==> src/rtl/axi4_write_arbiter_pkg.sv <==
// Shared widths, AXI4 field encodings and arbiter state encoding for the
// 2:1 AXI4 write-channel arbiter.
package axi4_write_arbiter_pkg;

   localparam int ADDRESS_WIDTH     = 16;
   localparam int DATA_WIDTH        = 32;
   localparam int STROBE_WIDTH      = DATA_WIDTH / 8;
   localparam int ID_WIDTH          = 4;
   localparam int LENGTH            = 8;
   localparam int NO_OF_ARB_MASTERS = 2;

   typedef enum logic [1:0] {
      BURST_FIXED = 2'b00,
      BURST_INCR  = 2'b01,
      BURST_WRAP  = 2'b10,
      BURST_RSVD  = 2'b11
   } awburst_e;

   typedef enum logic [2:0] {
      SIZE_1B   = 3'b000,
      SIZE_2B   = 3'b001,
      SIZE_4B   = 3'b010,
      SIZE_8B   = 3'b011,
      SIZE_16B  = 3'b100,
      SIZE_32B  = 3'b101,
      SIZE_64B  = 3'b110,
      SIZE_128B = 3'b111
   } awsize_e;

   typedef enum logic [1:0] {
      RESP_OKAY   = 2'b00,
      RESP_EXOKAY = 2'b01,
      RESP_SLVERR = 2'b10,
      RESP_DECERR = 2'b11
   } bresp_e;

   typedef enum logic [1:0] {
      IDLE = 2'b00,
      ADDR = 2'b01,
      DATA = 2'b10,
      RESP = 2'b11
   } arb_state_e;

endpackage

==> src/rtl/axi4_rr_grant.sv <==
// Two-requester round-robin picker: one-hot grant from the request vector and
// a priority pointer that moves to the other master on each release pulse.
module axi4_rr_grant (
   input  logic       aclk,
   input  logic       aresetn,
   input  logic [1:0] req,
   input  logic       rel,
   input  logic       owner,
   output logic [1:0] grant
);

   logic rr_ptr_r;

   // Pointer only breaks ties; a lone requester always wins.
   always_comb begin
      grant = 2'b00;
      if (req == 2'b11) begin
         grant = rr_ptr_r ? 2'b10 : 2'b01;
      end else begin
         grant = req;
      end
   end

   // Priority pointer update on release of the current owner.
   always_ff @(posedge aclk or negedge aresetn) begin
      if (!aresetn) begin
         rr_ptr_r <= 1'b0;
      end else if (rel) begin
         rr_ptr_r <= ~owner;
      end else begin
         rr_ptr_r <= rr_ptr_r;
      end
   end

endmodule

==> src/rtl/axi4_write_arbiter.sv <==
// 2:1 AXI4 write arbiter, one outstanding write, grant held from AW to B.
// Optional WLAST regeneration/check: define AXI4_WRITE_ARB_WLAST_CHECK_EN.
module axi4_write_arbiter #(
   parameter int ADDRESS_WIDTH = axi4_write_arbiter_pkg::ADDRESS_WIDTH,
   parameter int DATA_WIDTH    = axi4_write_arbiter_pkg::DATA_WIDTH,
   parameter int STROBE_WIDTH  = DATA_WIDTH / 8,
   parameter int ID_WIDTH      = axi4_write_arbiter_pkg::ID_WIDTH,
   parameter int LENGTH        = axi4_write_arbiter_pkg::LENGTH,
   localparam int NM           = axi4_write_arbiter_pkg::NO_OF_ARB_MASTERS,
   localparam int AW_W         = ID_WIDTH + ADDRESS_WIDTH + LENGTH + 3 + 2,
   localparam int W_W          = DATA_WIDTH + STROBE_WIDTH + 1,
   localparam int B_W          = ID_WIDTH + 2
) (
   input  logic                     aclk,
   input  logic                     aresetn,
   input  logic [NM-1:0]            m_awvalid,
   output logic [NM-1:0]            m_awready,
   input  logic [NM-1:0][AW_W-1:0]  m_aw_payload,
   input  logic [NM-1:0]            m_wvalid,
   output logic [NM-1:0]            m_wready,
   input  logic [NM-1:0][W_W-1:0]   m_w_payload,
   output logic [NM-1:0]            m_bvalid,
   input  logic [NM-1:0]            m_bready,
   output logic [B_W-1:0]           m_b_payload,
   output logic                     s_awvalid,
   input  logic                     s_awready,
   output logic [AW_W-1:0]          s_aw_payload,
   output logic                     s_wvalid,
   input  logic                     s_wready,
   output logic [W_W-1:0]           s_w_payload,
   input  logic                     s_bvalid,
   output logic                     s_bready,
   input  logic [B_W-1:0]           s_b_payload,
   output logic [NM-1:0]            grant,
   output logic                     err_wlast
);

   import axi4_write_arbiter_pkg::*;

   arb_state_e        state_r;
   logic [NM-1:0]     grant_r;
   logic [LENGTH-1:0] beat_cnt_r;
   logic [NM-1:0]     rr_grant_s;
   logic              gidx_s;
   logic              aw_hs_s;
   logic              w_hs_s;
   logic              b_hs_s;
   logic              last_beat_s;
   logic              m_wlast_s;
   logic              s_wlast_s;
   logic [LENGTH-1:0] awlen_s;

   axi4_rr_grant u_rr_grant (
      .aclk    (aclk),
      .aresetn (aresetn),
      .req     (m_awvalid),
      .rel     (b_hs_s),
      .owner   (gidx_s),
      .grant   (rr_grant_s)
   );

   assign gidx_s      = grant_r[1];
   assign awlen_s     = m_aw_payload[gidx_s][LENGTH+4:5];
   assign m_wlast_s   = m_w_payload[gidx_s][0];
   assign last_beat_s = (beat_cnt_r == {LENGTH{1'b0}});

   // Channel muxes are qualified by state so nothing leaks outside its phase.
   assign s_awvalid    = (state_r == ADDR) & m_awvalid[gidx_s];
   assign m_awready    = (state_r == ADDR) ? (grant_r & {NM{s_awready}}) : {NM{1'b0}};
   assign s_aw_payload = m_aw_payload[gidx_s];
   assign s_wvalid     = (state_r == DATA) & m_wvalid[gidx_s];
   assign m_wready     = (state_r == DATA) ? (grant_r & {NM{s_wready}}) : {NM{1'b0}};
   assign s_w_payload  = {m_w_payload[gidx_s][W_W-1:1], s_wlast_s};
   assign m_bvalid     = (state_r == RESP) ? (grant_r & {NM{s_bvalid}}) : {NM{1'b0}};
   assign s_bready     = (state_r == RESP) & m_bready[gidx_s];
   assign m_b_payload  = s_b_payload;
   assign grant        = grant_r;

   assign aw_hs_s = s_awvalid & s_awready;
   assign w_hs_s  = s_wvalid & s_wready;
   assign b_hs_s  = s_bvalid & s_bready;

   // Arbitration FSM: grant taken in IDLE, released on the B handshake.
   always_ff @(posedge aclk or negedge aresetn) begin
      if (!aresetn) begin
         state_r    <= IDLE;
         grant_r    <= {NM{1'b0}};
         beat_cnt_r <= {LENGTH{1'b0}};
      end else begin
         case (state_r)
            IDLE: begin
               if (|m_awvalid) begin
                  grant_r <= rr_grant_s;
                  state_r <= ADDR;
               end
            end
            ADDR: begin
               if (aw_hs_s) begin
                  beat_cnt_r <= awlen_s;
                  state_r    <= DATA;
               end
            end
            DATA: begin
               if (w_hs_s) begin
                  if (last_beat_s) begin
                     state_r <= RESP;
                  end else begin
                     beat_cnt_r <= beat_cnt_r - LENGTH'(1);
                  end
               end
            end
            RESP: begin
               if (b_hs_s) begin
                  grant_r <= {NM{1'b0}};
                  state_r <= IDLE;
               end
            end
            default: begin
               grant_r <= {NM{1'b0}};
               state_r <= IDLE;
            end
         endcase
      end
   end

`ifdef AXI4_WRITE_ARB_WLAST_CHECK_EN
   logic err_wlast_r;

   // Burst end comes from the beat counter; master wlast is only checked.
   assign s_wlast_s = last_beat_s;
   assign err_wlast = err_wlast_r;

   // One-cycle flag for any accepted beat whose wlast disagrees with the count.
   always_ff @(posedge aclk or negedge aresetn) begin
      if (!aresetn) begin
         err_wlast_r <= 1'b0;
      end else begin
         err_wlast_r <= w_hs_s & (m_wlast_s != last_beat_s);
      end
   end
`else
   assign s_wlast_s = m_wlast_s;
   assign err_wlast = 1'b0;
`endif

endmodule

==> config.mk <==
export PLATFORM = sky130hd
export DESIGN_NAME = axi4_write_arbiter
export DESIGN_NICKNAME = d
export VERILOG_FILES = /design/src/rtl/axi4_write_arbiter_pkg.sv /design/src/rtl/axi4_rr_grant.sv /design/src/rtl/axi4_write_arbiter.sv
export SDC_FILE = /design/constraint.sdc
export NUM_CORES = 1
export LEC_CHECK = 0
export ABC_AREA = 1
export CORE_ASPECT_RATIO = 0.9
export CORE_MARGIN = 2
export CORE_UTILIZATION = 25
export DETAILED_ROUTE_END_ITERATION = 8
export GPL_ROUTABILITY_DRIVEN = 0
export PLACE_DENSITY_LB_ADDON = 0.05
export SETUP_SLACK_MARGIN = 0.15
export SYNTH_ARGS = -nofsm -noshare
export SYNTH_HDL_FRONTEND = slang
export SYNTH_HIERARCHICAL = 1
export SYNTH_SLANG_ARGS = --single-unit
==> constraint.sdc <==
create_clock -name aclk -period 1.35 [get_ports aclk]
set_input_delay 0.135 -clock aclk [delete_from_list [all_inputs] [get_ports aclk]]
set_output_delay 0.135 -clock aclk [all_outputs]
set_load 0.05 [all_outputs]
* Word level (Yosys, flattened, before mapping) *
Index checks and enable logic that the tools add are counted.

storage, ports and cells
  flip-flop bits (word level) = 13
  bits of input ports = 157
  output and inout bits = 88
  word-level logic and storage cells = 61

operators by class
  add/subtract/negate cells = 1
  magnitude comparators = 1
  eq/ne operators = 10
  mux-type cells = 27
  bitwise operators = 10
  reduce and logical (&&, ||, !) cells = 8

operators with widths
  cell                                                         count
  2-to-1 mux 37 bit                                            2
  2-to-1 mux 33 bit                                            2
  2-to-1 mux 8 bit                                             3
  2-to-1 mux 2 bit                                             11
  one-hot mux 8 bit (2 select lines)                           1
  inequality test 2 bit (second input constant)                6
  zero test 8 bit                                              1
  one-hot mux 2 bit (4 select lines)                           1
  subtractor 8 x 1 -> 8 bit (second input constant)            1
  AND 1 bit                                                    6
  AND 2 bit                                                    3
  == test 2 bit (second input constant)                        3
  2-to-1 mux 1 bit                                             6
  AND reduction 5 bit                                          1
  one-hot mux 2 bit (2 select lines)                           1
  AND reduction 4 bit                                          1
  nonzero test 2 bit                                           2
  AND reduction 3 bit                                          1
  == test 2 x 1 -> 1 bit (second input constant)               1
  zero test 2 bit                                              1
  less-than comparator 1 x 2 -> 1 bit (second input constant)  1
  OR reduction 2 bit                                           1
  inverter 1 bit                                               1

* Depth between registers and ports, before layout *
Gate-level depths: netlist (run 1).

  word-level depth = 6
  gate-level depth with buffers = 10

* Hierarchy *
Netlist (run 1), hierarchy kept.

by module, submodules not included
  module              instances  cells each  area each (sq um)
  axi4_write_arbiter  1          395         1986.9
  axi4_rr_grant       1          11          65.1

* Worst setup path after synthesis (run 1) *
Ideal clock, no wire load.

  path type = reg-to-output
  start = register grant_r[1], in the netlist grant[1]
  end = output m_awready[1]
  arrival = 2.266 ns
  setup slack = -1.051 ns
  cell stages (with the launch flop) = 5
  path buffers = 2
  cells stage by stage = dfrtp_1 -> inv_1 -> buf_4 -> buf_2 -> nor3_1

on the way
  cells in the longest elaborated chain, start to end = 2

RTL lines
  item                      line                       RTL
  start: declaration        axi4_write_arbiter.sv:41   logic [NM-1:0] grant_r;
  start signal: assignment  axi4_write_arbiter.sv:87   grant_r <= {NM{1'b0}};
  start signal: assignment  axi4_write_arbiter.sv:93   grant_r <= rr_grant_s;
  start signal: assignment  axi4_write_arbiter.sv:114  grant_r <= {NM{1'b0}};
  AND 2 bit                 axi4_write_arbiter.sv:69   assign m_awready = (state_r == ADDR) ? (grant_r & {NM{s_awready}}) : {NM{1'b0}};
  2-to-1 mux 2 bit          axi4_write_arbiter.sv:69
  end: declaration          axi4_write_arbiter.sv:17   output logic [NM-1:0] m_awready,

Every way passes these cells.

* Final worst setup path (run 1) *
  start = register state_r[1]
  end = register beat_cnt_r[5]

on the way
  cells in the longest elaborated chain, start to end = 5

RTL lines
  item                                                     line                                                                          RTL
  start: declaration                                       axi4_write_arbiter.sv:40                                                      arb_state_e state_r;
  start signal: assignment                                 axi4_write_arbiter.sv:86                                                      state_r <= IDLE;
  start signal: assignment                                 axi4_write_arbiter.sv:94                                                      state_r <= ADDR;
  start signal: assignment                                 axi4_write_arbiter.sv:100                                                     state_r <= DATA;
  == test 2 bit or == test 2 x 1 -> 1 bit (tied branches)  axi4_write_arbiter.sv:71, axi4_write_arbiter.sv:90, axi4_write_arbiter.sv:68
  AND 1 bit (on tied branches)                             axi4_write_arbiter.sv:71, axi4_write_arbiter.sv:68
  AND 1 bit (on tied branches)                             axi4_write_arbiter.sv:80, axi4_write_arbiter.sv:79
  inequality test 2 bit (no source line)                   --
  AND reduction 4 bit (no source line)                     --
  end signal: assignment                                   axi4_write_arbiter.sv:88                                                      beat_cnt_r <= {LENGTH{1'b0}};
  end signal: assignment                                   axi4_write_arbiter.sv:99                                                      beat_cnt_r <= awlen_s;
  end signal: assignment                                   axi4_write_arbiter.sv:108                                                     beat_cnt_r <= beat_cnt_r - LENGTH'(1);
  end: declaration                                         axi4_write_arbiter.sv:42                                                      logic [LENGTH-1:0] beat_cnt_r;

Parallel ways exist; a longest one is shown, timed or not.
A chain may end at the register's enable or synchronous reset.

==> metrics.txt, run 1 <==
# TYPE chip_impl_metric gauge
chip_impl_metric{name="layout.cell_area.non_filler",unit="um^2"} 7280
chip_impl_metric{name="ff2ff_path_depth",unit=""} 9
chip_impl_metric{name="grt_util_all_layers",unit=""} 0.320
chip_impl_metric{name="synthToLayoutAreaGrowth",unit="%"} 255
chip_impl_metric{name="drt_wl_total",unit="um"} 16200
chip_impl_metric{name="hold_viol",unit=""} 0
chip_impl_info{name="hold_path.class",value="input port to asynchronous set/reset pin"} 1
chip_impl_info{name="slowest_library_cell_on_the_worst_path",value="sky130_fd_sc_hd__dfrtp_1"} 1
chip_impl_metric{name="layout.nets",unit=""} 844
chip_impl_metric{name="crit_required",unit="ns"} 1.54
chip_impl_metric{name="post_dp_cell_area",unit="um^2"} 6250
chip_impl_metric{name="synth_cells",unit=""} 406
chip_impl_metric{name="initial_antenna_violation_count",unit=""} 0
chip_impl_metric{name="starting_utilization_of_the_core_area",unit=""} 0.257
chip_impl_metric{name="netlist-cell-type-count",unit=""} 32
chip_impl_metric{name="clock_edge_transition_at_the_registers_on_the_reported_setup_and_hold_paths",unit="ns"} 0.07
chip_impl_metric{name="post_detailed_route_drc_marker_count",unit=""} 0
chip_impl_metric{name="reg2reg_slack",unit="ns"} -0.39
chip_impl_metric{name="synth_area_per_cell",unit="um^2"} 5.05
chip_impl_metric{name="tritoncts_buffer_count",unit=""} 3
chip_impl_metric{name="netlist_area",unit="um^2"} 2050
chip_impl_metric{name="placed_cells",unit=""} 746
chip_impl_metric{name="drv_cap",unit=""} 0
chip_impl_info{name="status",value="finished, violations left"} 1
chip_impl_info{name="cp-start-kind",value="flop"} 1
chip_impl_metric{name="post_cts_hold_buffer_count",unit=""} 0
chip_impl_metric{name="routed_wire_length_per_instance",unit="um"} 20.8
chip_impl_metric{name="clk_path_buf_depth",unit=""} 2
chip_impl_metric{name="cts.sinks",unit=""} 13
chip_impl_metric{name="dp_hpwl",unit="um"} 9720
chip_impl_info{name="tritoncts_clock_tree",value="done"} 1
chip_impl_metric{name="grt_pass1_wl",unit="um"} 22400
chip_impl_metric{name="numPortBuffers",unit=""} 231
chip_impl_metric{name="drv_slew",unit=""} 0
chip_impl_metric{name="first_global_vias",unit=""} 4075
chip_impl_metric{name="ir_drop",unit="uV"} 1290
chip_impl_metric{name="yosysWarnings",unit=""} 6
chip_impl_metric{name="final_worst_path_period_share",unit=""} 1.29
chip_impl_metric{name="routed_via_density",unit=""} 5.00
chip_impl_metric{name="die_h",unit="um"} 89.9
chip_impl_info{name="timing.rr.end",value="beat_cnt_r[5]$_DFFE_PN0P_"} 1
chip_impl_metric{name="clk-insertion-delay-late",unit="ns"} 0.26
chip_impl_metric{name="worst_clock_skew",unit="ns"} 0.00588
chip_impl_metric{name="io_pins",unit=""} 245
chip_impl_metric{name="std_cell_rows",unit=""} 31
chip_impl_metric{name="power.leakage",unit="nW"} 3.30
chip_impl_metric{name="detail_route.first_pass.iterations",unit=""} 5
chip_impl_metric{name="antenna_violating_nets_post_route",unit=""} 0
chip_impl_info{name="root_buffer",value="sky130_fd_sc_hd__clkbuf_8"} 1
chip_impl_metric{name="gr-total-overflow",unit=""} 0
chip_impl_metric{name="design.die.area",unit="um^2"} 8950
chip_impl_metric{name="setup_viol_count_final",unit=""} 93
chip_impl_metric{name="p_per_area",unit="nW/um^2"} 2000
chip_impl_info{name="worst_r2r_startpoint",value="state_r[1]$_DFFE_PN0P_"} 1
chip_impl_metric{name="diodes",unit=""} 0
chip_impl_metric{name="cts_htree_levels",unit=""} 1
chip_impl_info{name="timing.setup.critical_path_class",value="flop to flop"} 1
chip_impl_info{name="crit_path_end_kind",value="flop"} 1
chip_impl_metric{name="die_x",unit="um"} 99.5
chip_impl_metric{name="crit_path_max_incr_delay",unit="ns"} 0.42
chip_impl_metric{name="clock.fmax",unit="MHz"} 574
chip_impl_metric{name="layout_min_cycle_time",unit="ns"} 1.74
chip_impl_metric{name="synth-seq-area-share",unit=""} 0.159
chip_impl_metric{name="fp.coreArea",unit="um^2"} 7990
chip_impl_metric{name="worstPathArrival",unit="ns"} 1.93
chip_impl_metric{name="post_synthesis_net_count",unit=""} 569
chip_impl_info{name="violated_checks",value="setup timing"} 1
chip_impl_metric{name="drt-initial-drc-count",unit=""} 165
chip_impl_metric{name="worst-path-max-fanout",unit=""} 8
chip_impl_info{name="rsz0062_at_grt",value="true"} 1
chip_impl_metric{name="setup_ws",unit="ns"} -0.391
chip_impl_metric{name="layout.cells.non_filler",unit=""} 779
chip_impl_metric{name="synth.ff_latch_count",unit=""} 13
chip_impl_metric{name="grt_start_max_net_pins",unit=""} 36
chip_impl_metric{name="vias",unit=""} 3897
chip_impl_info{name="series_of_cell_instances_along_the_critical_path",value="buf_6 > ha_4 > inv_4 > buf_4 > nor2_2 > nor2_4 > nor2_4 > nand2_1 > nand2_1"} 1
chip_impl_metric{name="post_route_cells_drive_above_1_share",unit=""} 0.559
[where the power goes]
part           internal [mW]  switching, mW  total [mW]
registers              0.592          0.229       0.821
logic                   6.05           7.29        13.3
clock network          0.205          0.177       0.382
total                   6.85           7.70        14.5
[per-stage QoR]
stage / hold WS [ns] / util / worst slack [ns] / total power, mW / setup TNS, ns
after detailed placement: 0.270 / 0.783 / -0.140 / 11.7 / -4.66
after global placement: 0.270 / 0.783 / -0.0994 / 11.5 / -3.14
after global routing: 0.211 / 0.912 / -0.433 / 15.1 / -26.85
after CTS: 0.207 / 0.898 / -0.282 / 13.7 / -19.62
after floorplan: -0.161 / - / -0.143 / 7.03 / -7.12
final: 0.187 / 0.912 / -0.391 / 14.5 / -24.05
[registers in the layout, summed over array words and instances (netlist names)]
signal and cells:
state_r 2, beat_cnt_r 8, grant 2, u_rr_grant/rr_ptr_r 1
[critical path: cells and delay by family, from the launching register on]
kind                     cells  cell delay [ns]
AND/OR/NAND/NOR              5             0.76
flip-flops                   1             0.42
buffers and inverters        3             0.32
adder cells (fa/ha/maj)      1             0.16
[synthesized netlist by cell type]
library cell / instances / area (um^2)
sky130_fd_sc_hd__a21oi_1: 5 / 25.0
sky130_fd_sc_hd__a21oi_2: 1 / 8.76
sky130_fd_sc_hd__a31oi_1: 1 / 6.26
sky130_fd_sc_hd__and2_1: 1 / 6.26
sky130_fd_sc_hd__buf_2: 14 / 70.1
sky130_fd_sc_hd__buf_4: 8 / 60.1
sky130_fd_sc_hd__buf_6: 1 / 11.3
sky130_fd_sc_hd__clkbuf_1: 2 / 7.51
sky130_fd_sc_hd__conb_1: 1 / 3.75
sky130_fd_sc_hd__dfrtp_1: 13 / 325
sky130_fd_sc_hd__ha_1: 6 / 75.1
sky130_fd_sc_hd__inv_1: 31 / 116
sky130_fd_sc_hd__inv_2: 1 / 3.75
sky130_fd_sc_hd__nand2_1: 258 / 968
sky130_fd_sc_hd__nand2_2: 4 / 25.0
sky130_fd_sc_hd__nand2_4: 1 / 11.3
sky130_fd_sc_hd__nand3_1: 11 / 55.1
sky130_fd_sc_hd__nand3_2: 1 / 10.0
sky130_fd_sc_hd__nand3b_1: 1 / 7.51
sky130_fd_sc_hd__nand4_1: 1 / 6.26
sky130_fd_sc_hd__nor2_1: 10 / 37.5
sky130_fd_sc_hd__nor2_2: 3 / 18.8
sky130_fd_sc_hd__nor2_4: 3 / 33.8
sky130_fd_sc_hd__nor3_1: 8 / 40.0
sky130_fd_sc_hd__nor4_1: 1 / 6.26
sky130_fd_sc_hd__o21ai_0: 10 / 50.1
sky130_fd_sc_hd__o21ai_1: 1 / 5.00
sky130_fd_sc_hd__o21ai_2: 1 / 8.76
sky130_fd_sc_hd__o21bai_1: 4 / 30.0
sky130_fd_sc_hd__or2_0: 1 / 6.26
sky130_fd_sc_hd__or2_1: 1 / 6.26
sky130_fd_sc_hd__or2_2: 1 / 6.26
[kinds of logic after synthesis]
group                      share of synthesized area
and+or+nand+nor                                0.607
buffers and inverters                          0.131
DFF                                            0.159
other                                        0.00183
AOI/OAI and AO/OA                             0.0652
adders and majority gates                     0.0366
[worst max-delay path by stage]
stage	startpoint	endpoint	slack, ns	depth (start not counted)
final	state_r[1]$_DFFE_PN0P_	beat_cnt_r[5]$_DFFE_PN0P_	-0.39	9
after global routing	state_r[1]$_DFFE_PN0P_	beat_cnt_r[5]$_DFFE_PN0P_	-0.43	9
after CTS	grant[1]$_DFFE_PN0P_	s_wvalid	-0.28	5
after detailed placement	grant[1]$_DFFE_PN0P_	beat_cnt_r[0]$_DFFE_PN0P_	-0.14	7
after global placement	state_r[0]$_DFFE_PN0P_	state_r[1]$_DFFE_PN0P_	-0.1	8
after floorplan	grant[1]$_DFFE_PN0P_	m_awready[1]	-0.14	4
[layout by cell type (no fill, tap or decap), types with 2 or more instances in the layout]
cell type | Yosys | layout
sky130_fd_sc_hd__ha_1 | 6 | 3
sky130_fd_sc_hd__nand2_8 | 0 | 10
sky130_fd_sc_hd__nor3_4 | 0 | 7
sky130_fd_sc_hd__nand2_2 | 4 | 79
sky130_fd_sc_hd__buf_16 | 0 | 6
sky130_fd_sc_hd__buf_12 | 0 | 92
sky130_fd_sc_hd__inv_1 | 31 | 18
sky130_fd_sc_hd__clkbuf_8 | 0 | 3
sky130_fd_sc_hd__dfrtp_1 | 13 | 11
sky130_fd_sc_hd__a21oi_2 | 1 | 2
sky130_fd_sc_hd__nor2_2 | 3 | 5
sky130_fd_sc_hd__o21ai_4 | 0 | 4
sky130_fd_sc_hd__buf_4 | 8 | 32
sky130_fd_sc_hd__inv_2 | 1 | 6
sky130_fd_sc_hd__ha_4 | 0 | 2
sky130_fd_sc_hd__a21oi_1 | 5 | 3
sky130_fd_sc_hd__nand3_1 | 11 | 10
sky130_fd_sc_hd__o21bai_1 | 4 | 4
sky130_fd_sc_hd__nand2_1 | 258 | 82
sky130_fd_sc_hd__or2_4 | 0 | 3
sky130_fd_sc_hd__clkdlybuf4s50_1 | 0 | 150
sky130_fd_sc_hd__nor2_1 | 10 | 8
sky130_fd_sc_hd__nor2_4 | 3 | 3
sky130_fd_sc_hd__o21ai_0 | 10 | 6
sky130_fd_sc_hd__inv_4 | 0 | 7
sky130_fd_sc_hd__nand2_4 | 1 | 92
sky130_fd_sc_hd__nand3_2 | 1 | 2
sky130_fd_sc_hd__buf_6 | 1 | 14
[area by class of cell]
type | count | area, um^2
well taps | 99 | 124
clock inverters | 1 | 5.00
fillers | 310 | 706
repair buffers | 295 | 3930
multi-input cells | 336 | 2710
flip-flops and latches | 13 | 330
inverters | 32 | 145
clock buffers | 3 | 41.3
[per-layer routing]
layer  track usage  vias up  wire, um
met4         0.107        0       829
met2         0.613      217      8830
li1              -     1768         -
met5             0        -         0
met3        0.0537       67      1060
met1         0.350     1845      5520
[repair_timing]
| action | CTS | global route |
|---|---|---|
| endpoints found under the setup margin | 93 | 93 |
| resized for setup | 166 | 16 |
| gates cloned | 5 | 2 |
| buffers inserted | 19 | 3 |
| pin swaps | 43 | 18 |
| hold endpoints to repair | 0 | 0 |
Power figures use the tool's default switching activity.
==> run 2: changes to the inputs <==
- CORE_UTILIZATION: 25 -> 24
- SYNTH_HIERARCHICAL: 1 -> not set
==> metrics.txt, run 2 <==
# TYPE chip_impl_metric gauge
chip_impl_info{name="status",value="finished, violations left"} 1
chip_impl_info{name="critical_path.top_delay_family",value="simple AND/OR/NAND/NOR gates"} 1
chip_impl_metric{name="tritoncts_buffer_count",unit=""} 3
chip_impl_metric{name="worst_clock_skew",unit="ns"} 0.0111
chip_impl_metric{name="ir_drop",unit="uV"} 1520
chip_impl_metric{name="crit_path_max_incr_delay",unit="ns"} 0.45
chip_impl_info{name="top_register",value="beat_cnt_r"} 1
chip_impl_metric{name="grt_util_all_layers",unit=""} 0.265
chip_impl_metric{name="power.share.sequential",unit=""} 0.042
chip_impl_metric{name="clock_edge_transition_at_the_registers_on_the_reported_setup_and_hold_paths",unit="ns"} 0.06
chip_impl_metric{name="layout.nets",unit=""} 840
chip_impl_info{name="violated_checks",value="setup timing"} 1
chip_impl_metric{name="io_pins",unit=""} 245
chip_impl_info{name="cell_type_with_the_largest_total_area_after_synthesis",value="sky130_fd_sc_hd__nand2_1"} 1
chip_impl_info{name="mostFrequentLayoutCell",value="sky130_fd_sc_hd__clkdlybuf4s50_1"} 1
chip_impl_metric{name="drv_cap",unit=""} 0
chip_impl_metric{name="critPathBufInv",unit=""} 2
chip_impl_metric{name="synthToLayoutAreaGrowth",unit="%"} 253
chip_impl_metric{name="worstPathArrival",unit="ns"} 1.85
chip_impl_metric{name="diodes",unit=""} 0
chip_impl_metric{name="share_of_total_power_in_the_clock_network",unit=""} 0.020
chip_impl_metric{name="post_detailed_route_drc_marker_count",unit=""} 0
chip_impl_info{name="synth_top_cells_by_area",value="sky130_fd_sc_hd__nand2_1 51%, sky130_fd_sc_hd__dfrtp_1 16%, sky130_fd_sc_hd__inv_1 4.1%"} 1
chip_impl_metric{name="post-place-ws",unit="ns"} -0.162
chip_impl_metric{name="vias",unit=""} 3916
chip_impl_metric{name="layout_min_cycle_time",unit="ns"} 1.67
chip_impl_metric{name="final_worst_path_period_share",unit=""} 1.24
chip_impl_info{name="slowest_library_cell_on_the_worst_path",value="sky130_fd_sc_hd__dfrtp_2"} 1
chip_impl_metric{name="layout.cell_area.non_filler",unit="um^2"} 7170
chip_impl_metric{name="synth_top_cell_area_share",unit=""} 0.512
chip_impl_info{name="synth_commonest_cells",value="277 x sky130_fd_sc_hd__nand2_1, 22 x sky130_fd_sc_hd__inv_1, 13 x sky130_fd_sc_hd__dfrtp_1"} 1
chip_impl_metric{name="switching_share",unit=""} 0.537
chip_impl_metric{name="worst-path-max-fanout",unit=""} 8
chip_impl_info{name="series_of_cell_instances_along_the_critical_path",value="buf_6 > clkinv_4 > nand2_1 > nand2_2 > nand3_1 > nand2_2 > nand2_4 > nor2_8 > nand2_1 > nand2_1"} 1
chip_impl_info{name="crit_path_end_kind",value="flop"} 1
chip_impl_metric{name="hold_viol",unit=""} 0
chip_impl_metric{name="post_synthesis_net_count",unit=""} 568
chip_impl_info{name="timing.setup.critical_path_class",value="flop to flop"} 1
chip_impl_metric{name="multi_input_comb_area",unit="um^2"} 2630
chip_impl_metric{name="p_int",unit="mW"} 8.75
chip_impl_metric{name="netlist-cell-type-count",unit=""} 25
chip_impl_metric{name="p_per_area",unit="nW/um^2"} 2640
chip_impl_metric{name="setup_ws",unit="ns"} -0.319
chip_impl_metric{name="first_global_vias",unit=""} 3776
chip_impl_info{name="critPathLaunch",value="grant[1]$_DFFE_PN0P_"} 1
chip_impl_metric{name="synth_cells",unit=""} 405
chip_impl_metric{name="initial_antenna_violation_count",unit=""} 0
chip_impl_metric{name="detail_route.first_pass.iterations",unit=""} 4
chip_impl_metric{name="post_route_cells_drive_above_1_share",unit=""} 0.519
chip_impl_metric{name="share_comb_of_total_power",unit=""} 0.938
chip_impl_metric{name="ff2ff_path_depth",unit=""} 10
chip_impl_info{name="root_buffer",value="sky130_fd_sc_hd__clkbuf_8"} 1
chip_impl_metric{name="drt-initial-drc-count",unit=""} 170
chip_impl_info{name="endpoint",value="beat_cnt_r[1]$_DFFE_PN0P_"} 1
chip_impl_metric{name="antenna_violating_nets_post_route",unit=""} 0
chip_impl_info{name="ys.flop_type",value="sky130_fd_sc_hd__dfrtp_1"} 1
chip_impl_info{name="hold_path.class",value="input port to asynchronous set/reset pin"} 1
chip_impl_metric{name="filler_cell_count",unit=""} 362
chip_impl_metric{name="routed_via_density",unit=""} 5.05
chip_impl_metric{name="routed_wire_length_per_instance",unit="um"} 20.9
chip_impl_metric{name="reg2reg_slack",unit="ns"} -0.32
chip_impl_metric{name="grt_start_max_net_pins",unit=""} 26
chip_impl_metric{name="largest_register_ffs",unit=""} 8
chip_impl_metric{name="std_cell_rows",unit=""} 31
chip_impl_metric{name="numPortBuffers",unit=""} 231
chip_impl_info{name="rsz0062_at_grt",value="true"} 1
chip_impl_metric{name="total_power",unit="mW"} 18.9
chip_impl_info{name="tritoncts_clock_tree",value="done"} 1
chip_impl_metric{name="grt_pass1_wl",unit="um"} 19200
chip_impl_metric{name="starting_utilization_of_the_core_area",unit=""} 0.249
chip_impl_metric{name="synth.ff_latch_count",unit=""} 13
chip_impl_metric{name="ys_async_sr_fraction",unit=""} 1.00
chip_impl_metric{name="path_length_in_cells_of_the_critical_path",unit=""} 10
chip_impl_metric{name="drv_slew",unit=""} 0
chip_impl_metric{name="clk_path_buf_depth",unit=""} 2
chip_impl_info{name="cpMostUsedCell",value="sky130_fd_sc_hd__nand2_1"} 1
chip_impl_metric{name="yosysWarnings",unit=""} 0
chip_impl_info{name="timing.rr.end",value="beat_cnt_r[1]$_DFFE_PN0P_"} 1
chip_impl_metric{name="post_dp_cell_area",unit="um^2"} 5980
chip_impl_metric{name="cts.sinks",unit=""} 13
chip_impl_metric{name="setup-tns-final",unit="ns"} -20.28
chip_impl_metric{name="synth-seq-area-share",unit=""} 0.160
chip_impl_metric{name="power.leakage",unit="nW"} 3.42
chip_impl_metric{name="gr-total-overflow",unit=""} 0
chip_impl_info{name="cp-start-kind",value="flop"} 1
chip_impl_info{name="yosys.cell_count.top_type",value="sky130_fd_sc_hd__nand2_1"} 1
chip_impl_metric{name="die_h",unit="um"} 91.2
chip_impl_metric{name="setup_viol_count_final",unit=""} 93
chip_impl_metric{name="power.switching",unit="mW"} 10.2
chip_impl_metric{name="seq_area",unit="um^2"} 328
chip_impl_metric{name="clk-insertion-delay-late",unit="ns"} 0.26
chip_impl_metric{name="crit_required",unit="ns"} 1.54
chip_impl_metric{name="timing.hold.ws",unit="ns"} 0.183
chip_impl_metric{name="netlist_area",unit="um^2"} 2030
chip_impl_info{name="worst_r2r_startpoint",value="grant[1]$_DFFE_PN0P_"} 1
chip_impl_metric{name="design.die.area",unit="um^2"} 9210
chip_impl_metric{name="die_x",unit="um"} 101
chip_impl_metric{name="synth_area_per_cell",unit="um^2"} 5.01
chip_impl_metric{name="synth_edf_count",unit=""} 0
chip_impl_metric{name="drt_wl_total",unit="um"} 16200
chip_impl_info{name="layout_common_cells",value="150 x sky130_fd_sc_hd__clkdlybuf4s50_1, 118 x sky130_fd_sc_hd__nand2_4, 113 x sky130_fd_sc_hd__nand2_1, 88 x sky130_fd_sc_hd__buf_12, 50 x sky130_fd_sc_hd__nand2_2"} 1
chip_impl_metric{name="dp_hpwl",unit="um"} 9740
chip_impl_metric{name="cts_htree_levels",unit=""} 1
chip_impl_metric{name="fp.coreArea",unit="um^2"} 8150
chip_impl_metric{name="clock.fmax",unit="MHz"} 599
-- run 2: cell count changes in the layout (fill, tap and decap cells not counted), moves of 3 or more --
cell / delta
sky130_fd_sc_hd__nand2_1: +31
sky130_fd_sc_hd__o21ai_4: -3
sky130_fd_sc_hd__nand2_4: +26
sky130_fd_sc_hd__or2_4: -3
sky130_fd_sc_hd__nand2_8: -10
sky130_fd_sc_hd__inv_4: -4
sky130_fd_sc_hd__clkbuf_16: +6
sky130_fd_sc_hd__buf_12: -4
sky130_fd_sc_hd__buf_6: -7
sky130_fd_sc_hd__nand2_2: -29
sky130_fd_sc_hd__inv_2: -4
sky130_fd_sc_hd__o21bai_1: -4
-- run 2: worst min-delay path by stage --
stage                         from                         to  slack [ns]
detailed placement  s_b_payload[0]             m_b_payload[0]        0.27
CTS                        aresetn       grant[0]$_DFFE_PN0P_        0.19
global route               aresetn       grant[1]$_DFFE_PN0P_        0.21
finish                     aresetn       grant[0]$_DFFE_PN0P_        0.18
floorplan                  aresetn  beat_cnt_r[0]$_DFFE_PN0P_       -0.16
global placement    s_b_payload[0]             m_b_payload[0]        0.27
-- run 2: repair_timing --
| action | CTS | global route |
|---|---|---|
| hold buffers | 0 | 0 |
| buffers inserted | 5 | 12 |
| endpoints found under the setup margin | 93 | 93 |
| gates resized for setup | 36 | 164 |
| pin swaps | 7 | 16 |
| cloned | 5 | 9 |
-- run 2: worst register-to-register path, stage by stage (launching register included) --
cell	delay (ns)
sky130_fd_sc_hd__dfrtp_2	0.45
sky130_fd_sc_hd__buf_6	0.15
sky130_fd_sc_hd__clkinv_4	0.09
sky130_fd_sc_hd__nand2_1	0.12
sky130_fd_sc_hd__nand2_2	0.13
sky130_fd_sc_hd__nand3_1	0.14
sky130_fd_sc_hd__nand2_2	0.12
sky130_fd_sc_hd__nand2_4	0.07
sky130_fd_sc_hd__nor2_8	0.15
sky130_fd_sc_hd__nand2_1	0.09
sky130_fd_sc_hd__nand2_1	0.09
-- run 2: final cells by class --
class / instances / share of cell area
Timing Repair Buffer: 292 / 0.547
Multi-Input combinational cell: 342 / 0.367
Sequential cell: 13 / 0.0457
Tap cell: 99 / 0.0173
Inverter: 24 / 0.0150
Clock buffer: 4 / 0.00628
Timing Repair inverter: 1 / 0.00122
-- run 2: cell families (layout without fill, tap and decap cells) --
family / Yosys count / in the layout / synth area share
adder cells (fa/ha/maj): 6 / 6 / 0.0370
AO/OA/AOI/OAI: 17 / 17 / 0.0475
flip-flops: 13 / 13 / 0.160
other: 1 / 1 / 0.00185
AND/OR/NAND/NOR: 318 / 318 / 0.634
buffers and inverters: 50 / 321 / 0.119
-- run 2: metal layers --
metal	routed length (um)	GRT usage	share of wire
met5	0	0	0
met4	722	0.0586	0.045
met3	1300	0.0716	0.080
met2	8890	0.528	0.55
met1	5290	0.268	0.33
-- run 2: metrics by stage --
stage / util / instances
floorplan: - / 405
global placement: 0.734 / 740
detailed placement: 0.734 / 740
CTS: 0.775 / 754
global route: 0.880 / 775
finish: 0.880 / 775
-- run 2: power groups by stage --
stage | clock (mW) | sequential, mW | combinational [mW]
4_1_cts | 0.361 | 0.782 | 15.2
6_report | 0.372 | 0.794 | 17.8
3_3_place_gp | 0 | 0.757 | 13.9
2_1_floorplan | 0 | 0.775 | 8.07
3_5_place_dp | 0 | 0.756 | 14.1
5_1_grt | 0.385 | 0.811 | 18.4
==> run 3: changes to the inputs <==
- PLACE_DENSITY: not set -> 0.77
- PLACE_DENSITY_LB_ADDON: 0.05 -> not set
==> metrics.txt, run 3 (synthesized netlist as in run 2, its figures left out) <==
# TYPE chip_impl_metric gauge
chip_impl_metric{name="post-place-ws",unit="ns"} -0.167
chip_impl_metric{name="timing.hold.ws",unit="ns"} 0.197
chip_impl_metric{name="cts_htree_levels",unit=""} 1
chip_impl_metric{name="synthToLayoutAreaGrowth",unit="%"} 247
chip_impl_info{name="critical_path.top_delay_family",value="buffers and inverters"} 1
chip_impl_metric{name="grt_pass1_wl",unit="um"} 21600
chip_impl_info{name="rsz0062_at_grt",value="true"} 1
chip_impl_metric{name="first_global_vias",unit=""} 4071
chip_impl_metric{name="dp_hpwl",unit="um"} 10000
chip_impl_info{name="timing.setup.critical_path_class",value="flop to primary output"} 1
chip_impl_info{name="cpMostUsedCell",value="sky130_fd_sc_hd__buf_4"} 1
chip_impl_metric{name="setup-tns-final",unit="ns"} -17.98
chip_impl_info{name="top_register",value="beat_cnt_r"} 1
chip_impl_metric{name="drv_slew",unit=""} 0
chip_impl_info{name="mostFrequentLayoutCell",value="sky130_fd_sc_hd__clkdlybuf4s50_1"} 1
chip_impl_metric{name="std_cell_rows",unit=""} 31
chip_impl_metric{name="layout_min_cycle_time",unit="ns"} 1.68
chip_impl_metric{name="clk_path_buf_depth",unit=""} 2
chip_impl_metric{name="cts.sinks",unit=""} 13
chip_impl_metric{name="ir_drop",unit="uV"} 1810
chip_impl_metric{name="design.die.area",unit="um^2"} 9210
chip_impl_metric{name="worst-path-max-fanout",unit=""} 5
chip_impl_metric{name="post_detailed_route_drc_marker_count",unit=""} 0
chip_impl_metric{name="die_h",unit="um"} 91.2
chip_impl_metric{name="largest_register_ffs",unit=""} 8
chip_impl_metric{name="routed_wire_length_per_instance",unit="um"} 19.7
chip_impl_metric{name="crit_required",unit="ns"} 1.22
chip_impl_metric{name="fp.coreArea",unit="um^2"} 8150
chip_impl_info{name="series_of_cell_instances_along_the_critical_path",value="inv_6 > buf_4 > nand2_1 > buf_4 > a21oi_4 > buf_12"} 1
chip_impl_metric{name="clock.fmax",unit="MHz"} 594
chip_impl_metric{name="crit_path_max_incr_delay",unit="ns"} 0.47
chip_impl_metric{name="io_pins",unit=""} 245
chip_impl_info{name="cp-start-kind",value="flop"} 1
chip_impl_metric{name="gr-total-overflow",unit=""} 0
chip_impl_metric{name="die_x",unit="um"} 101
chip_impl_metric{name="layout.nets",unit=""} 849
chip_impl_metric{name="worst_clock_skew",unit="ns"} 0.00268
chip_impl_metric{name="clk-insertion-delay-late",unit="ns"} 0.25
chip_impl_info{name="status",value="finished, violations left"} 1
chip_impl_metric{name="critPathBufInv",unit=""} 4
chip_impl_metric{name="p_per_area",unit="nW/um^2"} 2680
chip_impl_metric{name="setup_ws",unit="ns"} -0.334
chip_impl_metric{name="initial_antenna_violation_count",unit=""} 0
chip_impl_info{name="layout_common_cells",value="150 x sky130_fd_sc_hd__clkdlybuf4s50_1, 136 x sky130_fd_sc_hd__nand2_1, 87 x sky130_fd_sc_hd__buf_12, 85 x sky130_fd_sc_hd__nand2_4, 60 x sky130_fd_sc_hd__nand2_2"} 1
chip_impl_info{name="tritoncts_clock_tree",value="done"} 1
chip_impl_metric{name="worstPathArrival",unit="ns"} 1.55
chip_impl_metric{name="post_cts_hold_buffer_count",unit=""} 0
chip_impl_metric{name="drt-initial-drc-count",unit=""} 213
chip_impl_metric{name="numPortBuffers",unit=""} 231
chip_impl_metric{name="routed_via_density",unit=""} 5.02
chip_impl_metric{name="final_worst_path_period_share",unit=""} 1.25
chip_impl_metric{name="drv_cap",unit=""} 0
chip_impl_metric{name="starting_utilization_of_the_core_area",unit=""} 0.249
chip_impl_info{name="root_buffer",value="sky130_fd_sc_hd__clkbuf_8"} 1
chip_impl_metric{name="antenna_violating_nets_post_route",unit=""} 0
chip_impl_metric{name="clock_edge_transition_at_the_registers_on_the_reported_setup_and_hold_paths",unit="ns"} 0.06
chip_impl_info{name="hold_path.class",value="input port to asynchronous set/reset pin"} 1
chip_impl_metric{name="grt_start_max_net_pins",unit=""} 22
chip_impl_metric{name="post_route_cells_drive_above_1_share",unit=""} 0.508
chip_impl_metric{name="diodes",unit=""} 0
chip_impl_info{name="violated_checks",value="setup timing"} 1
chip_impl_metric{name="hold_viol",unit=""} 0
chip_impl_info{name="slowest_library_cell_on_the_worst_path",value="sky130_fd_sc_hd__dfrtp_2"} 1
chip_impl_metric{name="detail_route.first_pass.iterations",unit=""} 5
chip_impl_info{name="crit_path_end_kind",value="primary output"} 1
chip_impl_metric{name="power.leakage",unit="nW"} 3.30
chip_impl_metric{name="vias",unit=""} 3936
chip_impl_metric{name="grt_util_all_layers",unit=""} 0.304
chip_impl_metric{name="drt_wl_total",unit="um"} 15400
chip_impl_metric{name="setup_viol_count_final",unit=""} 93
chip_impl_metric{name="tritoncts_buffer_count",unit=""} 3
chip_impl_metric{name="reg2reg_slack",unit="ns"} -0.27
run 3: changes by cell type in the layout (fill, tap and decap cells not counted), moves of 5 or more:
cell	change
sky130_fd_sc_hd__clkbuf_16	-5
sky130_fd_sc_hd__nand2_2	+10
sky130_fd_sc_hd__nand2_1	+23
sky130_fd_sc_hd__nand2_4	-33
sky130_fd_sc_hd__buf_4	+8
run 3: layout make-up:
class                   count  area, um^2
flip-flops and latches     13         328
well taps                  99         124
repair buffers            301        3990
multi-input cells         342        2450
clock buffers               4        45.0
repair inverters            1        6.26
fillers                   398        1100
inverters                  24         108
run 3: worst paths after layout:
check / start / endpoint / cells after the start
max reg2reg: grant[1]$_DFFE_PN0P_ / beat_cnt_r[0]$_DFFE_PN0P_ / 11
min in group aclk: s_b_payload[4] / m_b_payload[4] / 0
max in group asynchronous: aresetn / grant[1]$_DFFE_PN0P_ / 2
min reg2reg: beat_cnt_r[1]$_DFFE_PN0P_ / beat_cnt_r[1]$_DFFE_PN0P_ / 2
min: aresetn / state_r[0]$_DFFE_PN0P_ / 2
max: grant[1]$_DFFE_PN0P_ / s_wvalid / 6
run 3: power by group:
part	switching (mW)	total [mW]	internal, mW	leakage, nW
sequential	0.227	0.818	0.591	0.160
combinational	9.61	17.7	8.06	3.12
clock	0.159	0.368	0.209	0.0228
total	10.0	18.9	8.86	3.30
run 3: routing by layer:
| layer | share of wire | track usage | up-vias | wire [um] |
|---|---|---|---|---|
| met4 | 0.055 | 0.125 | 0 | 845 |
| li1 | - | - | 1784 | - |
| met1 | 0.32 | 0.314 | 1821 | 4970 |
| met5 | 0 | 0 | - | 0 |
| met2 | 0.53 | 0.573 | 261 | 8170 |
| met3 | 0.095 | 0.0739 | 70 | 1460 |
run 3: what timing repair did:
action	CTS	global route
gates cloned	9	2
pin swaps	14	18
resized for setup	106	53
buffers inserted	20	12
endpoints found under the setup margin	93	93
run 3: through the flow:
stage | util | instance area (um^2) | instances | power, mW
after detailed placement | 0.733 | 5970 | 737 | 15.0
after CTS | 0.829 | 6750 | 770 | 17.6
after global routing | 0.865 | 7050 | 784 | 19.6
after global placement | 0.733 | 5970 | 737 | 14.7
after floorplan | - | 2690 | 405 | 8.85
final | 0.865 | 7050 | 784 | 18.9
